`src/rtl/alu_cmd_master_pkg.sv`:
```
// Shared protocol constants and FSM encoding for the UART ALU command path.
// Used by the host-side initiator and the ALU-side decoder.
package alu_cmd_master_pkg;

  localparam logic [7:0] LOC_A      = 8'h00;
  localparam logic [7:0] LOC_B      = 8'h01;
  localparam logic [7:0] LOC_OP     = 8'h02;
  localparam logic [7:0] CMD_RESULT = 8'hFF;

  // Index of the final (result request) byte in the 7-byte command stream.
  localparam logic [2:0] LAST_IDX = 3'd6;

  typedef enum logic [1:0] {
    ST_IDLE     = 2'd0,
    ST_SEND     = 2'd1,
    ST_WAIT_TX  = 2'd2,
    ST_WAIT_RES = 2'd3
  } state_e;

endpackage

```
`src/rtl/alu_cmd_master.sv`:
```
// Host-side ALU command initiator: serialises A/B/opcode as location/data
// byte pairs plus a 0xFF result request, then waits for the result byte.
module alu_cmd_master
  import alu_cmd_master_pkg::*;
#(
  parameter int unsigned NB_DATA        = 8,
  parameter int unsigned NB_OPS         = 6,
  parameter int unsigned NB_TMO         = 16,
  parameter int unsigned TIMEOUT_CYCLES = 16'hFFFF
) (
  input  logic               i_clk,
  input  logic               i_reset,
  input  logic               i_start,
  input  logic [NB_DATA-1:0] i_data_a,
  input  logic [NB_DATA-1:0] i_data_b,
  input  logic [NB_OPS-1:0]  i_ops,
  output logic               o_busy,
  output logic [NB_DATA-1:0] o_tx_data,
  output logic               o_tx_valid,
  input  logic               i_tx_done,
  input  logic [NB_DATA-1:0] i_rx_data,
  input  logic               i_rx_valid,
  output logic [NB_DATA-1:0] o_result,
  output logic               o_result_valid,
  output logic               o_timeout,
  output logic [1:0]         o_dbg_state
);

  // Handshakes: o_tx_valid is a one-cycle strobe meaning "transmitter takes
  // o_tx_data now"; i_tx_done / i_rx_valid are single-cycle pulses that are
  // only honoured in WAIT_TX / WAIT_RES and dropped in every other state.

  localparam logic [NB_TMO-1:0] TMO_LAST = NB_TMO'(TIMEOUT_CYCLES - 1);

  state_e             state_q, state_d;
  logic [2:0]         idx_q, idx_d;
  logic [NB_DATA-1:0] a_q, a_d;
  logic [NB_DATA-1:0] b_q, b_d;
  logic [NB_OPS-1:0]  ops_q, ops_d;
  logic [NB_TMO-1:0]  cnt_q, cnt_d;
  logic [NB_DATA-1:0] tx_data_q, tx_data_d;
  logic               tx_valid_q, tx_valid_d;
  logic               busy_q, busy_d;
  logic [NB_DATA-1:0] result_q, result_d;
  logic               result_valid_q, result_valid_d;
  logic               timeout_q, timeout_d;

  function automatic logic [NB_DATA-1:0] byte_at(
    input logic [2:0]         idx,
    input logic [NB_DATA-1:0] a,
    input logic [NB_DATA-1:0] b,
    input logic [NB_OPS-1:0]  ops
  );
    case (idx)
      3'd0:    byte_at = NB_DATA'(LOC_A);
      3'd1:    byte_at = a;
      3'd2:    byte_at = NB_DATA'(LOC_B);
      3'd3:    byte_at = b;
      3'd4:    byte_at = NB_DATA'(LOC_OP);
      3'd5:    byte_at = NB_DATA'(ops);
      default: byte_at = NB_DATA'(CMD_RESULT);
    endcase
  endfunction

  always_comb begin
    state_d        = state_q;
    idx_d          = idx_q;
    a_d            = a_q;
    b_d            = b_q;
    ops_d          = ops_q;
    cnt_d          = cnt_q;
    tx_data_d      = tx_data_q;
    result_d       = result_q;
    result_valid_d = 1'b0;
    timeout_d      = 1'b0;

    case (state_q)
      ST_IDLE: begin
        if (i_start) begin
          a_d       = i_data_a;
          b_d       = i_data_b;
          ops_d     = i_ops;
          idx_d     = 3'd0;
          tx_data_d = byte_at(3'd0, i_data_a, i_data_b, i_ops);
          state_d   = ST_SEND;
        end
      end
      ST_SEND: state_d = ST_WAIT_TX;
      ST_WAIT_TX: begin
        if (i_tx_done) begin
          if (idx_q == LAST_IDX) begin
            cnt_d   = '0;
            state_d = ST_WAIT_RES;
          end else begin
            idx_d     = idx_q + 3'd1;
            tx_data_d = byte_at(idx_q + 3'd1, a_q, b_q, ops_q);
            state_d   = ST_SEND;
          end
        end
      end
      ST_WAIT_RES: begin
        // A result arriving on the terminal count beats the timeout.
        if (i_rx_valid) begin
          result_d       = i_rx_data;
          result_valid_d = 1'b1;
          state_d        = ST_IDLE;
        end else if (cnt_q == TMO_LAST) begin
          timeout_d = 1'b1;
          state_d   = ST_IDLE;
        end else begin
          cnt_d = cnt_q + NB_TMO'(1);
        end
      end
      default: state_d = ST_IDLE;
    endcase

    busy_d     = (state_d != ST_IDLE);
    tx_valid_d = (state_d == ST_SEND);
  end

  always_ff @(posedge i_clk) begin
    if (i_reset) begin
      state_q        <= ST_IDLE;
      idx_q          <= '0;
      a_q            <= '0;
      b_q            <= '0;
      ops_q          <= '0;
      cnt_q          <= '0;
      tx_data_q      <= '0;
      tx_valid_q     <= 1'b0;
      busy_q         <= 1'b0;
      result_q       <= '0;
      result_valid_q <= 1'b0;
      timeout_q      <= 1'b0;
    end else begin
      state_q        <= state_d;
      idx_q          <= idx_d;
      a_q            <= a_d;
      b_q            <= b_d;
      ops_q          <= ops_d;
      cnt_q          <= cnt_d;
      tx_data_q      <= tx_data_d;
      tx_valid_q     <= tx_valid_d;
      busy_q         <= busy_d;
      result_q       <= result_d;
      result_valid_q <= result_valid_d;
      timeout_q      <= timeout_d;
    end
  end

  assign o_busy         = busy_q;
  assign o_tx_data      = tx_data_q;
  assign o_tx_valid     = tx_valid_q;
  assign o_result       = result_q;
  assign o_result_valid = result_valid_q;
  assign o_timeout      = timeout_q;
  assign o_dbg_state    = state_q;

endmodule

```
`config.mk`:
```
export PLATFORM = sky130hd
export DESIGN_NAME = alu_cmd_master
export DESIGN_NICKNAME = d
export VERILOG_FILES = /design/src/rtl/alu_cmd_master_pkg.sv /design/src/rtl/alu_cmd_master.sv
export SDC_FILE = /design/constraint.sdc
export NUM_CORES = 1
export LEC_CHECK = 0
export BUFFER_PORTS_ARGS = -buffer_cell sky130_fd_sc_hd__buf_2
export CORE_ASPECT_RATIO = 0.75
export CORE_MARGIN = 4
export CORE_UTILIZATION = 49
export CTS_BUF_LIST = sky130_fd_sc_hd__clkbuf_4 sky130_fd_sc_hd__clkbuf_8 sky130_fd_sc_hd__clkbuf_16
export DETAILED_ROUTE_END_ITERATION = 6
export GPL_TIMING_DRIVEN = 0
export PLACE_DENSITY_LB_ADDON = 0.3
export SLEW_MARGIN = 10
export SYNTH_ARGS = -nofsm -noshare
export SYNTH_HDL_FRONTEND = slang
export SYNTH_SLANG_ARGS = --single-unit
```
`constraint.sdc`:
```
create_clock -name i_clk -period 1.9 [get_ports i_clk]
set_clock_uncertainty 0.05 [all_clocks]
set_input_delay 0.38 -clock i_clk [delete_from_list [all_inputs] [get_ports i_clk]]
set_output_delay 0.38 -clock i_clk [all_outputs]
set_load 0.03 [all_outputs]
```
==> impl_metrics.ini <==
[power_and_ir_drop]
powerDensity_nw_per_um2 = 841
irDropWorstVdd_mv = 0.583
p_leak_nw = 1.42
total_power_mw = 2.99

[flow_run]
drv_cap = 0

[floorplan]
coreArea_um2 = 5500
dieHeight_um = 74.2
start_util = 0.521
die_width_um = 96.3
row_count = 23
dieArea_um2 = 7150
ios = 57

[global_routing]
grt_util_all_layers = 0.223
grt_pass1_wl_um = 12200
grt_pass1_vias = 2638
grt_max_degree = 11
grt_overflow_total = 0
antenna_found_initial = 0

[final_layout]
area_growth_pct = 24.3
nFillCells = 455
mostFrequentLayoutCells = nand2_1 (71), dfxtp_1 (60), buf_2 (59), a21oi_1 (44), nand3_1 (14)
drive_gt1_frac = 0.248
fin_cells = 482
layout.nets = 444
seq_area_um2 = 1270
multi_input_area_um2 = 1560
n_antenna_cell = 0
final_common_cell = nand2_1

[drt]
dr.pass1.iters = 4
wire_per_inst_um = 15.9
drcViolationCount = 0
routed_wl_um = 7650
vias_per_cell = 5.73
drtAntennaViolNets = 0
drt_iter0_drc = 205
vias = 2762

[place]
dpl.cell_count = 466
io_buffers = 55
place_congestion = 0.847
place_hpwl_um = 5210

[logic_synthesis]
synth.top_cell.area_share = 0.440
async_reset_ff_frac = 0
synth_top_family_by_area = compound AO/OA/AOI/OAI gates
synth_largest_area_cell = dfxtp_1
synth-compound-area-share = 0.246
muxShareOfSynthArea = 0.00742
synth-seq-area-share = 0.440
synth_simple_gate_area_frac = 0.226
synth_cell_types = 49
ys_ff_latch = 63
syn_inst = 336
synth_area_um2 = 2870
synthAdderAreaFrac = 0.0306
synth_ff_type = dfxtp_1
synth_nets = 378
avgSynthCellArea_um2 = 8.53
ys_top_cells_by_area = dfxtp_1 (44%), nand2_1 (9.3%), a21oi_1 (7.9%)
synthXorXnorAreaFrac = 0.00306
synth_edf_count = 0
yosys_warnings = 0

[clocking]
cts_tree = done
cts_buffers = 9
clock_sinks = 63
path_clk_slew_ns = 0.07
clockBufferDepth = 2
h-tree-depth = 3
cts_setup_buffers = 0
cts_root_buf = clkbuf_8
clkLatencyLatePin_ns = 0.35

[sta]
slew_viol_final = 0
setup_violations = 0
holdWs_ns = 0.213
fmax_mhz = 534
relSlewSlack = 0.610
timing.final.crit_share = 0.986
min_period_ns = 1.87
hold_violations = 0
worst_pin_slew_ns = 0.584

[worst_setup_path]
crit_type = flop to flop
critical_path_required_ns = 2.14
critPathArrivalTime_ns = 2.11
critPathMaxFanout = 8
startpoint_type = flop
critPathCaptureType = flop

[worst_hold_path]
hold_class = input pin to flop

[status]
status = finished clean
## cell families (layout without fill, tap and decap cells)
group / Yosys count / count (layout)
simple gates: 130 / 130
buf+inv: 28 / 99
mux: 2 / 2
flops: 63 / 63
fa+ha+maj: 7 / 7
compound gates: 105 / 105
xor+xnor: 1 / 1
## critical path, stage by stage, from the launching register on
cell and delay [ns]:
dfxtp_4 0.37, inv_1 0.05, ha_1 0.20, and4_1 0.16
a311o_2 0.47, a2111o_1 0.43, nand2_1 0.07
## metal layers
metal | vias up | wire, um | GRT usage
li1 | 1373 | - | -
met1 | 1290 | 3630 | 0.303
met2 | 90 | 3280 | 0.326
met3 | 9 | 641 | 0.0890
met4 | 0 | 89 | 0.0684
met5 | - | 0 | 0
## synthesized netlist by cell type (2+ instances only)
cell        n
nand2_1    71
dfxtp_1    63
a21oi_1    45
nand3_1    14
clkbuf_1   12
a22o_1      9
o31ai_1     9
or4_1       9
a22oi_1     7
ha_1        7
o211ai_1    7
and3_1      6
inv_1       6
buf_2       5
nor2_1      5
o21ai_0     5
a2111o_1    4
and4_1      4
nand4_1     4
o2111ai_1   4
a21boi_0    3
nor2b_1     3
nor3_1      3
a21o_1      2
buf_4       2
buf_6       2
o22ai_1     2
or3_1       2
## area by class of cell
class                   count  area share
flip-flops and latches     63       0.356
clock inverters             3      0.0183
multi-input cells         245       0.437
plain buffers              22      0.0327
well taps                  75      0.0263
inverters                   6     0.00632
clock buffers              13      0.0467
repair buffers             55      0.0773
## where the power goes
group | leakage [nW] | switching, mW | total, mW | internal (mW)
combinational | 0.784 | 0.163 | 0.260 | 0.0973
sequential | 0.514 | 0.0247 | 1.39 | 1.36
clock | 0.120 | 0.511 | 1.35 | 0.838
## registers in the layout, summed over array words and instances (netlist names)
signal          flops
o_tx_data           8
o_result_valid      1
b_q                 8
cnt_q              16
o_dbg_state         2
idx_q               3
o_tx_valid          1
o_timeout           1
o_result            8
a_q                 8
ops_q               6
o_busy              1
## final timing paths
| kind | end | depth (start not counted) | from | slack [ns] |
|---|---|---|---|---|
| worst max register to register | cnt_q[10] | 6 | cnt_q[0] | 0.03 |
| worst max-delay path | cnt_q[10] | 6 | cnt_q[0] | 0.03 |
| worst min register to register | o_result[0] | 2 | o_result[0] | 0.40 |
| worst min-delay path | b_q[5] | 3 | i_data_b[5] | 0.21 |
## timing repair
action / CTS / global route
endpoints found under the setup margin: 24 / 25
hold endpoints to repair: 0 / 0
resized for setup: 10 / 17
hold buffers: 0 / 0
pin swaps: 2 / 6
## metrics by stage
stage               setup slack [ns]  utilization  cell area (um2)  TNS [ns]
floorplan                     0.0786            -             2870         0
global placement              -0.199        0.588             3230     -1.93
detailed placement            -0.258        0.588             3230     -2.93
CTS                           0.0158        0.635             3490         0
global route                 -0.0174        0.648             3560   -0.0973
finish                        0.0273        0.648             3560         0
Power figures use the tool's default switching activity.
